`src/rtl/encoder_value_controller_pkg.sv`:
```
// Shared types and constants for the encoder-driven BCD value editor:
// controller modes, BCD limits and the 7-segment encoding table.
package encoder_value_controller_pkg;

    typedef enum logic {
        VIEW = 1'b0,
        EDIT = 1'b1
    } mode_e;

    localparam logic [3:0] BCD_MAX = 4'd9;
    localparam logic [3:0] BCD_MIN = 4'd0;
    localparam logic [6:0] SEG_OFF = 7'b0000000;

    // Segment order is a=bit0 .. g=bit6, active high.
    function automatic logic [6:0] seg7_encode(input logic [3:0] d);
        logic [6:0] s;
        case (d)
            4'd0:    s = 7'b0111111;
            4'd1:    s = 7'b0000110;
            4'd2:    s = 7'b1011011;
            4'd3:    s = 7'b1001111;
            4'd4:    s = 7'b1100110;
            4'd5:    s = 7'b1101101;
            4'd6:    s = 7'b1111101;
            4'd7:    s = 7'b0000111;
            4'd8:    s = 7'b1111111;
            4'd9:    s = 7'b1101111;
            default: s = SEG_OFF;
        endcase
        return s;
    endfunction

    function automatic logic [3:0] bcd_inc(input logic [3:0] d);
        return (d == BCD_MAX) ? BCD_MIN : d + 4'd1;
    endfunction

    function automatic logic [3:0] bcd_dec(input logic [3:0] d);
        return (d == BCD_MIN) ? BCD_MAX : d - 4'd1;
    endfunction

endpackage

```
`src/rtl/encoder_value_controller_if.sv`:
```
// Pin-level bundle between the controller and the board wrapper:
// raw encoder/button inputs plus the edited value and display drive.
interface encoder_value_controller_if #(
    parameter int NUM_DIGITS = 4
);
    localparam int CW = $clog2(NUM_DIGITS);

    logic                    enc_a;
    logic                    enc_b;
    logic                    btn;
    logic [4*NUM_DIGITS-1:0] value;
    logic                    edit;
    logic [CW-1:0]           cursor;
    logic [CW-1:0]           digit_idx;
    logic [6:0]              seg;
    logic                    dp;

    modport master (
        output enc_a, enc_b, btn,
        input  value, edit, cursor, digit_idx, seg, dp
    );

    modport slave (
        input  enc_a, enc_b, btn,
        output value, edit, cursor, digit_idx, seg, dp
    );

endinterface

```
`src/rtl/encoder_edge_detect.sv`:
```
// Synchronises an asynchronous pin, detects its rising edge and blocks
// further edges for LOCKOUT cycles; also synchronises a companion direction pin.
module encoder_edge_detect #(
    parameter int LOCKOUT = 125
) (
    input  logic clk,
    input  logic reset,
    input  logic sig_in,
    input  logic dir_in,
    output logic evt,
    output logic dir
);
    localparam int LW = $clog2(LOCKOUT + 1);
    localparam logic [LW-1:0] LOCK_LOAD = LW'(LOCKOUT);
    localparam logic [LW-1:0] LOCK_ZERO = {LW{1'b0}};

    logic [1:0]    sig_sync_q, sig_sync_d;
    logic [1:0]    dir_sync_q, dir_sync_d;
    logic          sig_prev_q, sig_prev_d;
    logic [LW-1:0] lock_q, lock_d;
    logic          evt_s;

    // Edge detection and lockout bookkeeping; the previous value tracks
    // the synced pin every cycle so a held level never re-triggers.
    always_comb begin
        sig_sync_d = {sig_sync_q[0], sig_in};
        dir_sync_d = {dir_sync_q[0], dir_in};
        sig_prev_d = sig_sync_q[1];
        evt_s      = sig_sync_q[1] & ~sig_prev_q & (lock_q == LOCK_ZERO);
        if (evt_s) begin
            lock_d = LOCK_LOAD;
        end else if (lock_q != LOCK_ZERO) begin
            lock_d = lock_q - {{(LW-1){1'b0}}, 1'b1};
        end else begin
            lock_d = lock_q;
        end
    end

    // Synchronisers and previous value reset high to avoid a false edge.
    always_ff @(posedge clk or posedge reset) begin
        if (reset) begin
            sig_sync_q <= 2'b11;
            dir_sync_q <= 2'b11;
            sig_prev_q <= 1'b1;
            lock_q     <= LOCK_ZERO;
        end else begin
            sig_sync_q <= sig_sync_d;
            dir_sync_q <= dir_sync_d;
            sig_prev_q <= sig_prev_d;
            lock_q     <= lock_d;
        end
    end

    assign evt = evt_s;
    assign dir = dir_sync_q[1];

endmodule

```
`src/rtl/seg7.sv`:
```
// BCD digit to active-high 7-segment decoder; non-BCD codes blank the digit.
module seg7
    import encoder_value_controller_pkg::*;
(
    input  logic [3:0] digit,
    output logic [6:0] seg
);

    // Table lookup shared with the rest of the display path.
    always_comb begin
        seg = seg7_encode(digit);
    end

endmodule

```
`src/rtl/encoder_value_controller.sv`:
```
// VIEW/EDIT controller: the button walks a cursor over the BCD digits, encoder
// steps change the selected digit, and the value is scanned onto one 7-seg digit.
module encoder_value_controller
    import encoder_value_controller_pkg::*;
#(
    parameter int NUM_DIGITS = 4,
    parameter int LOCKOUT    = 125,
    parameter int SCAN_DIV   = 16
) (
    input logic clk,
    input logic reset,
    encoder_value_controller_if.slave bus
);
    localparam int CW = $clog2(NUM_DIGITS);
    localparam int SW = (SCAN_DIV > 1) ? $clog2(SCAN_DIV) : 1;
    localparam logic [CW-1:0] LAST_DIGIT = CW'(NUM_DIGITS - 1);
    localparam logic [CW-1:0] CUR_ZERO   = {CW{1'b0}};
    localparam logic [CW-1:0] CUR_ONE    = {{(CW-1){1'b0}}, 1'b1};
    localparam logic [SW-1:0] SCAN_LAST  = SW'(SCAN_DIV - 1);
    localparam logic [SW-1:0] SCAN_ZERO  = {SW{1'b0}};
    localparam logic [SW-1:0] SCAN_ONE   = {{(SW-1){1'b0}}, 1'b1};

    logic step_s, step_dn_s, press_s, btn_dir_unused;

    mode_e                      mode_q, mode_d;
    logic [CW-1:0]              cursor_q, cursor_d;
    logic [CW-1:0]              digit_idx_q, digit_idx_d;
    logic [SW-1:0]              scan_cnt_q, scan_cnt_d;
    logic [NUM_DIGITS-1:0][3:0] digits_q, digits_d;
    logic [3:0]                 cur_digit_s, shown_digit_s;
    logic [6:0]                 seg_s;

    encoder_edge_detect #(.LOCKOUT(LOCKOUT)) u_enc_a (
        .clk    (clk),
        .reset  (reset),
        .sig_in (bus.enc_a),
        .dir_in (bus.enc_b),
        .evt    (step_s),
        .dir    (step_dn_s)
    );

    encoder_edge_detect #(.LOCKOUT(LOCKOUT)) u_btn (
        .clk    (clk),
        .reset  (reset),
        .sig_in (bus.btn),
        .dir_in (1'b0),
        .evt    (press_s),
        .dir    (btn_dir_unused)
    );

    // Mode, cursor and digit edits; a simultaneous step and press edits the
    // old cursor digit and advances the cursor on the same edge.
    always_comb begin
        mode_d      = mode_q;
        cursor_d    = cursor_q;
        digits_d    = digits_q;
        cur_digit_s = digits_q[cursor_q];
        case (mode_q)
            VIEW: begin
                if (press_s) begin
                    mode_d   = EDIT;
                    cursor_d = CUR_ZERO;
                end else begin
                    mode_d   = VIEW;
                end
            end
            EDIT: begin
                if (step_s) begin
                    digits_d[cursor_q] = step_dn_s ? bcd_dec(cur_digit_s)
                                                   : bcd_inc(cur_digit_s);
                end else begin
                    digits_d = digits_q;
                end
                if (press_s) begin
                    if (cursor_q == LAST_DIGIT) begin
                        mode_d   = VIEW;
                        cursor_d = CUR_ZERO;
                    end else begin
                        cursor_d = cursor_q + CUR_ONE;
                    end
                end else begin
                    cursor_d = cursor_q;
                end
            end
            default: begin
                mode_d   = VIEW;
                cursor_d = CUR_ZERO;
            end
        endcase
    end

    // Free-running display scan.
    always_comb begin
        if (scan_cnt_q == SCAN_LAST) begin
            scan_cnt_d  = SCAN_ZERO;
            digit_idx_d = (digit_idx_q == LAST_DIGIT) ? CUR_ZERO : digit_idx_q + CUR_ONE;
        end else begin
            scan_cnt_d  = scan_cnt_q + SCAN_ONE;
            digit_idx_d = digit_idx_q;
        end
    end

    // Controller state; reset discards any edit in progress.
    always_ff @(posedge clk or posedge reset) begin
        if (reset) begin
            mode_q      <= VIEW;
            cursor_q    <= CUR_ZERO;
            digits_q    <= '{default: BCD_MIN};
            scan_cnt_q  <= SCAN_ZERO;
            digit_idx_q <= CUR_ZERO;
        end else begin
            mode_q      <= mode_d;
            cursor_q    <= cursor_d;
            digits_q    <= digits_d;
            scan_cnt_q  <= scan_cnt_d;
            digit_idx_q <= digit_idx_d;
        end
    end

    assign shown_digit_s = digits_q[digit_idx_q];

    seg7 u_seg7 (
        .digit (shown_digit_s),
        .seg   (seg_s)
    );

    assign bus.value     = digits_q;
    assign bus.edit      = (mode_q == EDIT);
    assign bus.cursor    = cursor_q;
    assign bus.digit_idx = digit_idx_q;
    assign bus.seg       = seg_s;
    assign bus.dp        = (mode_q == EDIT) && (digit_idx_q == cursor_q);

endmodule
```
`src/flat_wrapper.sv`:
```
// flat-port wrapper written by rule: the top's interface ports become plain ports
module encoder_value_controller_flat import encoder_value_controller_pkg::*;
#(
    parameter int NUM_DIGITS = 4,
    parameter int LOCKOUT    = 125,
    parameter int SCAN_DIV   = 16
)
  (clk, reset, bus_enc_a, bus_enc_b, bus_btn, bus_value, bus_edit, bus_cursor, bus_digit_idx, bus_seg, bus_dp);
  encoder_value_controller_if #(.NUM_DIGITS(NUM_DIGITS)) bus_i ();
  input logic clk;
  input logic reset;
  input wire logic [$bits(bus_i.enc_a)-1:0] bus_enc_a;
  input wire logic [$bits(bus_i.enc_b)-1:0] bus_enc_b;
  input wire logic [$bits(bus_i.btn)-1:0] bus_btn;
  output wire logic [$bits(bus_i.value)-1:0] bus_value;
  output wire logic [$bits(bus_i.edit)-1:0] bus_edit;
  output wire logic [$bits(bus_i.cursor)-1:0] bus_cursor;
  output wire logic [$bits(bus_i.digit_idx)-1:0] bus_digit_idx;
  output wire logic [$bits(bus_i.seg)-1:0] bus_seg;
  output wire logic [$bits(bus_i.dp)-1:0] bus_dp;
  assign bus_i.enc_a = bus_enc_a;
  assign bus_i.enc_b = bus_enc_b;
  assign bus_i.btn = bus_btn;
  assign bus_value = bus_i.value;
  assign bus_edit = bus_i.edit;
  assign bus_cursor = bus_i.cursor;
  assign bus_digit_idx = bus_i.digit_idx;
  assign bus_seg = bus_i.seg;
  assign bus_dp = bus_i.dp;
  encoder_value_controller #(.NUM_DIGITS(NUM_DIGITS), .LOCKOUT(LOCKOUT), .SCAN_DIV(SCAN_DIV)) u_core (.clk(clk), .reset(reset), .bus(bus_i));
endmodule
```
`config.mk`:
```
export PLATFORM = sky130hd
export DESIGN_NAME = encoder_value_controller_flat
export DESIGN_NICKNAME = d
export VERILOG_FILES = /design/src/rtl/encoder_value_controller_pkg.sv /design/src/rtl/encoder_value_controller_if.sv /design/src/rtl/encoder_edge_detect.sv /design/src/rtl/seg7.sv /design/src/rtl/encoder_value_controller.sv /design/src/flat_wrapper.sv
export SDC_FILE = /design/constraint.sdc
export NUM_CORES = 1
export LEC_CHECK = 0
export ABC_CLOCK_PERIOD_IN_PS = 2800
export BUFFER_PORTS_ARGS = -buffer_cell sky130_fd_sc_hd__buf_4
export CAP_MARGIN = 20
export CORE_UTILIZATION = 47
export CTS_CLUSTER_SIZE = 12
export DETAILED_ROUTE_END_ITERATION = 7
export GPL_ROUTABILITY_DRIVEN = 0
export HOLD_SLACK_MARGIN = 0.08
export PLACE_DENSITY = 0.67
export SETUP_SLACK_MARGIN = 0.05
export SLEW_MARGIN = 40
export SYNTH_ARGS = -nofsm -noshare
export SYNTH_HDL_FRONTEND = slang
export SYNTH_SLANG_ARGS = --single-unit
```
`constraint.sdc`:
```
create_clock -name clk -period 2.8 [get_ports clk]
set_input_delay 0.42 -clock clk [delete_from_list [all_inputs] [get_ports clk]]
set_output_delay 0.42 -clock clk [all_outputs]
set_load 0.02 [all_outputs]
```
* Word level (Yosys, flattened, before mapping)
Memories as Yosys holds them, arrays and structs flattened.
Index checks and enable logic that the tools add are counted.
** Word-level totals
- ROM bits :: 112
- Output and inout port bits :: 29
- Bits in registers :: 47
- Memories kept :: 1
** Operators by class
- Add/sub/neg operators :: 7
- Reduce and logical (&&, ||, !) cells :: 11
- Order comparisons :: 3
- Bitwise logic cells :: 7
- Mux-type cells :: 24
- Equality and inequality tests :: 7
** Memories
- (no name shown) :: words 16, bits a word 7, rd ports 1, clocked after memory_dff 0, write ports 0, line encoder_value_controller_pkg.sv:17 : case (d)
** Operator list (number)
- $mux W4 :: 7
- $mux W7 :: 4
- $bmux W4 S2 :: 2
- $bwmux W16 :: 1
- $logic_not A7 Y1 :: 2
- $reduce_bool A7 Y1 :: 2
- $sub A7 B1 Y7 const B :: 2
- $add A4 B1 Y4 const B :: 2
- $demux W4 S2 :: 1
- $eq A4 B4 Y1 const B :: 2
- $mux W2 :: 4
- $lt A2 B3 Y1 const B :: 2
- $add A2 B1 Y2 const B :: 2
- $and A1 B1 Y1 :: 4
- $eq A2 B2 Y1 const B :: 2
- $logic_not A4 Y1 :: 1
- $ne A2 B1 Y1 const B :: 2
- $pmux W2 S2 :: 1
- $reduce_and A2 Y1 :: 2
- $reduce_bool A2 Y1 :: 2
- $sub A4 B1 Y4 const B :: 1
- $mux W1 :: 3
- $not A1 Y1 :: 3
- $eq A2 B2 Y1 :: 1
- other kinds (3) :: 4

* Logic depth before layout (Yosys ltp)
- Depth in word-level cells :: 6
- Gate-level depth with buffers :: 7
- Depth with buffers taken out :: 7

* Modules after synthesis
From an unflattened synthesis, not the netlist that was laid out.
** Second synthesis, totals
- Cell total of the unflattened synthesis :: 272
- Area total of the unflattened synthesis :: 2839.0 um2
** By module, submodules not included
- encoder_value_controller :: instances 1, area an instance 1552.7 um2, sequential area each 625.6 um2, cells an instance 150
- encoder_edge_detect :: instances 2, area an instance 528.0 um2, sequential area each 306.5 um2, cells an instance 45
- seg7 :: instances 1, area an instance 230.2 um2, sequential area each 0.0 um2, cells an instance 32

* Worst setup path after synthesis
Ideal clock, no wire load.
- Kind :: register -> output
- From :: reg u_core.digit_idx_q[0] (netlist: u_core.bus.digit_idx[0])
- To :: out bus_seg[1]
- Required time :: 2380 ps
- Setup slack :: 74 ps
- Stages on the path, launching flop included :: 6
- Arrival time :: 2306 ps
- Cell sequence :: dfrtp_1 clkbuf_1 mux4_2 inv_1 ha_1 o21ai_0
** Between the ends
- Word-level cells in the longest chain between the ends :: 3
** Ends and longest elaborated chain
- start: declaration :: line encoder_value_controller.sv:27 : logic [CW-1:0] digit_idx_q, digit_idx_d;
- start signal: assignment :: line encoder_value_controller.sv:116 : digit_idx_q <= digit_idx_d;
- $bmux W4 S2 :: line encoder_value_controller.sv:120 : assign shown_digit_s = digits_q[digit_idx_q];
- $mux W4 (not written as such) :: line encoder_value_controller.sv:120
- $mem_v2 Z16 W7
- end: declaration :: line flat_wrapper.sv:19 : output wire logic [$bits(bus_i.seg)-1:0] bus_seg;
Every way passes these cells. The select of a mux whose other input is x is not followed.

* Final worst setup path
Same ends and word-level chain as after synthesis.

==> metrics.md <==
| Metric | Value |
|---|---|
| Post-cts sizing count | 0 |
| Sequential share of the synthesized area | 47.4% |
| Largest net degree at the start of global routing | 48 |
| Post-CTS Setup Inserts | 0 |
| Clock skew | 6.75 ps |
| Drt wl/cell | 14.5 um |
| I/O Buffers | 33 |
| Worst-path clk slew | 100 ps |
| Remaining global-route overflow | 0 |
| Slew Limit Fails | 0 |
| Pre-antenna DRT Iters | 4 |
| # clock sinks | 47 |
| Seq cells post-synth | 47 |
| YS warnings | 0 |
| Final hold vios | 0 |
| Yosys top cell by area | dfrtp_1 |
| CP arrival | 2180 ps |
| Core footprint | 0.00511 mm2 |
| Status | completed |
| Via count | 1,754 |
| Worst path required time | 2380 ps |
| Fin util | 57.0% |
| CTS tree | yes |
| H-tree depth | 2 |
| Fmax | 385 MHz |
| Peak VDD IR | 0.434 mV |
| Worst setup margin | 202 ps |
| Share of layout cells above drive strength 1 | 30.7% |
| Yosys top cell area share | 39.0% |
| DP Wirelength | 3380 um |
| Power Density | 666 mW/mm2 |
| Setup TNS | 0 ps |
| Die Ht | 75.0 um |
| Crit share post-route | 92.8% |
| Net Count, Synth | 236 |
| Initial drt markers | 83 |
| Measured slew at the worst slew-check pin | 569 ps |
| Vias in the first global route | 1,642 |
| I/O pins | 34 |
| Antenna violations before repair | 0 |
| Max cap viols | 0 |
| Crit-path max cell delay | 620 ps |
| Initial Util | 49.0% |
| Final setup fails | 0 |
| Root buf cell | clkbuf_8 |
| DRC | 0 |
| Hold WS | 183 ps |
| Final WL | 4680 um |
| RSZ-0062 raised after global routing | no |
| Cell variety after synth | 42 |
| Vias per cell | 5.41 |
| Row cnt | 26 |
| CP Cell Sequence | mux4_2 > inv_1 > ha_1 > o21ai_0 > buf_4 |
| Max-Slew Margin vs Limit | 62.1% |
| Diodes inserted | 0 |
| Die Area | 0.00562 mm2 |
| Crit path time final | 2600 ps |
| Gate count of the mapped netlist | 217 |
| Final antenna-violating net count | 0 |
| Crit. End Element | output pin |
| First-pass GRT wire length | 7870 um |
| Pwr Total | 1940 uW |
| Die width | 75.0 um |
| Leakage Power | 0.00132 uW |
| CP top delay family | multiplexers |
| Worst path slowest cell | mux4_2 |
| Post-synthesis cell area | 0.00250 mm2 |
| Setup Crit Path Kind | reg -> out |
| Crit path launch type | flip-flop |
| Clock latency on the worst-skew pair | 310 ps |
| Cts bufs inserted | 5 |
| Hold buffer count at cts | 0 |
| Post-Syn Area per Cell | 11.5 um2 |
| Synth area leaders | dfrtp_1, dfstp_2, ha_1 |
| Syn-to-layout area delta | 16.3% |
| HP Class | in -> async |
| WP buf/inv | 2 |
| Pre-CTS setup slack | 409 ps |
| Maximum root-to-sink buffer count | 2 |
| Overall Global Routing Usage | 19.1% |
| Max FO, Critical Path | 9 |
| Nets@finish | 272 |
==> where the power goes <==
part	total (uW)	internal (uW)	switching (uW)	leakage, uW
logic	535	263	272	0.000688
registers	972	819	153	0.000582
clock network	431	185	246	0.0000467
total	1940	1270	671	0.00132
==> layout by cell type, fill, tap and decap left out, types with 7 or more instances in the layout <==
cell type and n:
dfrtp_1 38, mux2_2 11, a21oi_1 7, dfstp_2 8
nand2_1 10, buf_4 35, inv_1 14, ha_1 14
o21ai_0 18, nor2_1 9, nand3_1 9
==> cells in the mapped netlist <==
cell	number
mux2_1	3
and2b_2	1
nor2_1	9
o21a_1	2
or4_1	1
xor2_1	2
xnor2_1	6
and3_1	1
nand2_1	10
or2_2	1
nor3_2	1
a21o_1	4
o21ai_2	1
mux2i_1	3
ha_1	14
nor2b_1	3
nand4_1	4
nor4_1	1
mux2_2	11
nand4bb_1	1
nor4_2	1
o21ai_0	18
clkbuf_1	3
a211oi_1	1
o211ai_2	2
or3_4	1
a21oi_1	7
dfstp_2	8
or3b_2	1
mux4_1	3
buf_6	2
nor3_1	6
nand2b_1	6
a31oi_1	3
inv_1	15
dfrtp_1	39
nand3b_1	2
o31ai_1	1
o22ai_1	4
buf_4	1
mux4_2	5
nand3_1	9
==> through the flow <==
stage                     area, um2  cells
after floorplan                2500    217
after global placement         2810    316
after detailed placement       2810    316
after CTS                      2910    324
after global routing           2910    324
final                          2910    324
==> sequential cells by signal, summed over array words and instances (netlist names) <==
signal,count
u_core.u_enc_a.sig_sync_q,2
u_core.u_btn.sig_sync_q,2
u_core.u_btn.sig_prev_q,1
u_core.scan_cnt_q,4
u_core.u_enc_a.dir_sync_q,2
u_core.bus.value,16
u_core.bus.edit,1
u_core.u_enc_a.sig_prev_q,1
u_core.bus.cursor,2
u_core.u_btn.lock_q,7
u_core.bus.digit_idx,2
u_core.u_enc_a.lock_q,7
==> final cells by class <==
cell class                      count  area [um2]
Clock inverter                      3        27.5
Tap cell                           70        87.6
Clock buffer                        5        68.8
Timing Repair Buffer               35         263
Inverter                           15        58.8
Multi-Input combinational cell    149        1220
Sequential cell                    47        1190
Fill cell                         440        2200
==> cells by family (layout without fill, tap and decap cells) <==
family / after synthesis / count (layout) / share of synthesized area (%)
AND/OR/NAND/NOR: 59 / 59 / 13.3
flip-flops: 47 / 47 / 47.4
AO/OA/AOI/OAI: 43 / 43 / 10.5
multiplexers: 25 / 25 / 15.2
buffers and inverters: 21 / 58 / 3.90
adder cells (fa/ha/maj): 14 / 14 / 7.00
XOR/XNOR: 8 / 8 / 2.80
==> layer usage <==
layer / GRT usage (%) / share of wire, % / wire length [um]
met1: 26.4 / 48 / 2260
met2: 30.0 / 47 / 2200
met3: 5.35 / 3.9 / 181
met4: 4.40 / 0.85 / 40
met5: 0 / 0 / 0
==> worst paths after layout <==
kind | from | end | slack, ps | cells past startpoint
worst max-delay path | u_core.bus.digit_idx[0]$_DFFE_PP0N_ | bus_seg[1] | 200 | 5
worst min-delay path | reset | u_core.u_btn.lock_q[1]$_DFFE_PP0P_ | 180 | 2
worst max register to register | u_core.u_enc_a.lock_q[0]$_DFFE_PP0P_ | u_core.bus.value[2]$_DFFE_PP0P_ | 480 | 7
worst min register to register | u_core.u_btn.sig_sync_q[0]$_DFF_PP1_ | u_core.u_btn.sig_sync_q[1]$_DFF_PP1_ | 360 | 0
max in group asynchronous | reset | u_core.bus.digit_idx[0]$_DFFE_PP0N_ | 2210 | 2
min in group clk | bus_enc_a | u_core.u_enc_a.sig_sync_q[0]$_DFF_PP1_ | 220 | 1
==> worst register-to-register path, cell delays in order, from the launching register on <==
cell	delay (ps)
dfrtp_1	420
inv_1	70
ha_1	190
or3b_2	510
nor4_2	150
buf_4	180
nand4_1	290
mux2_1	400
Note: power is estimated with default switching activity, not from simulation.
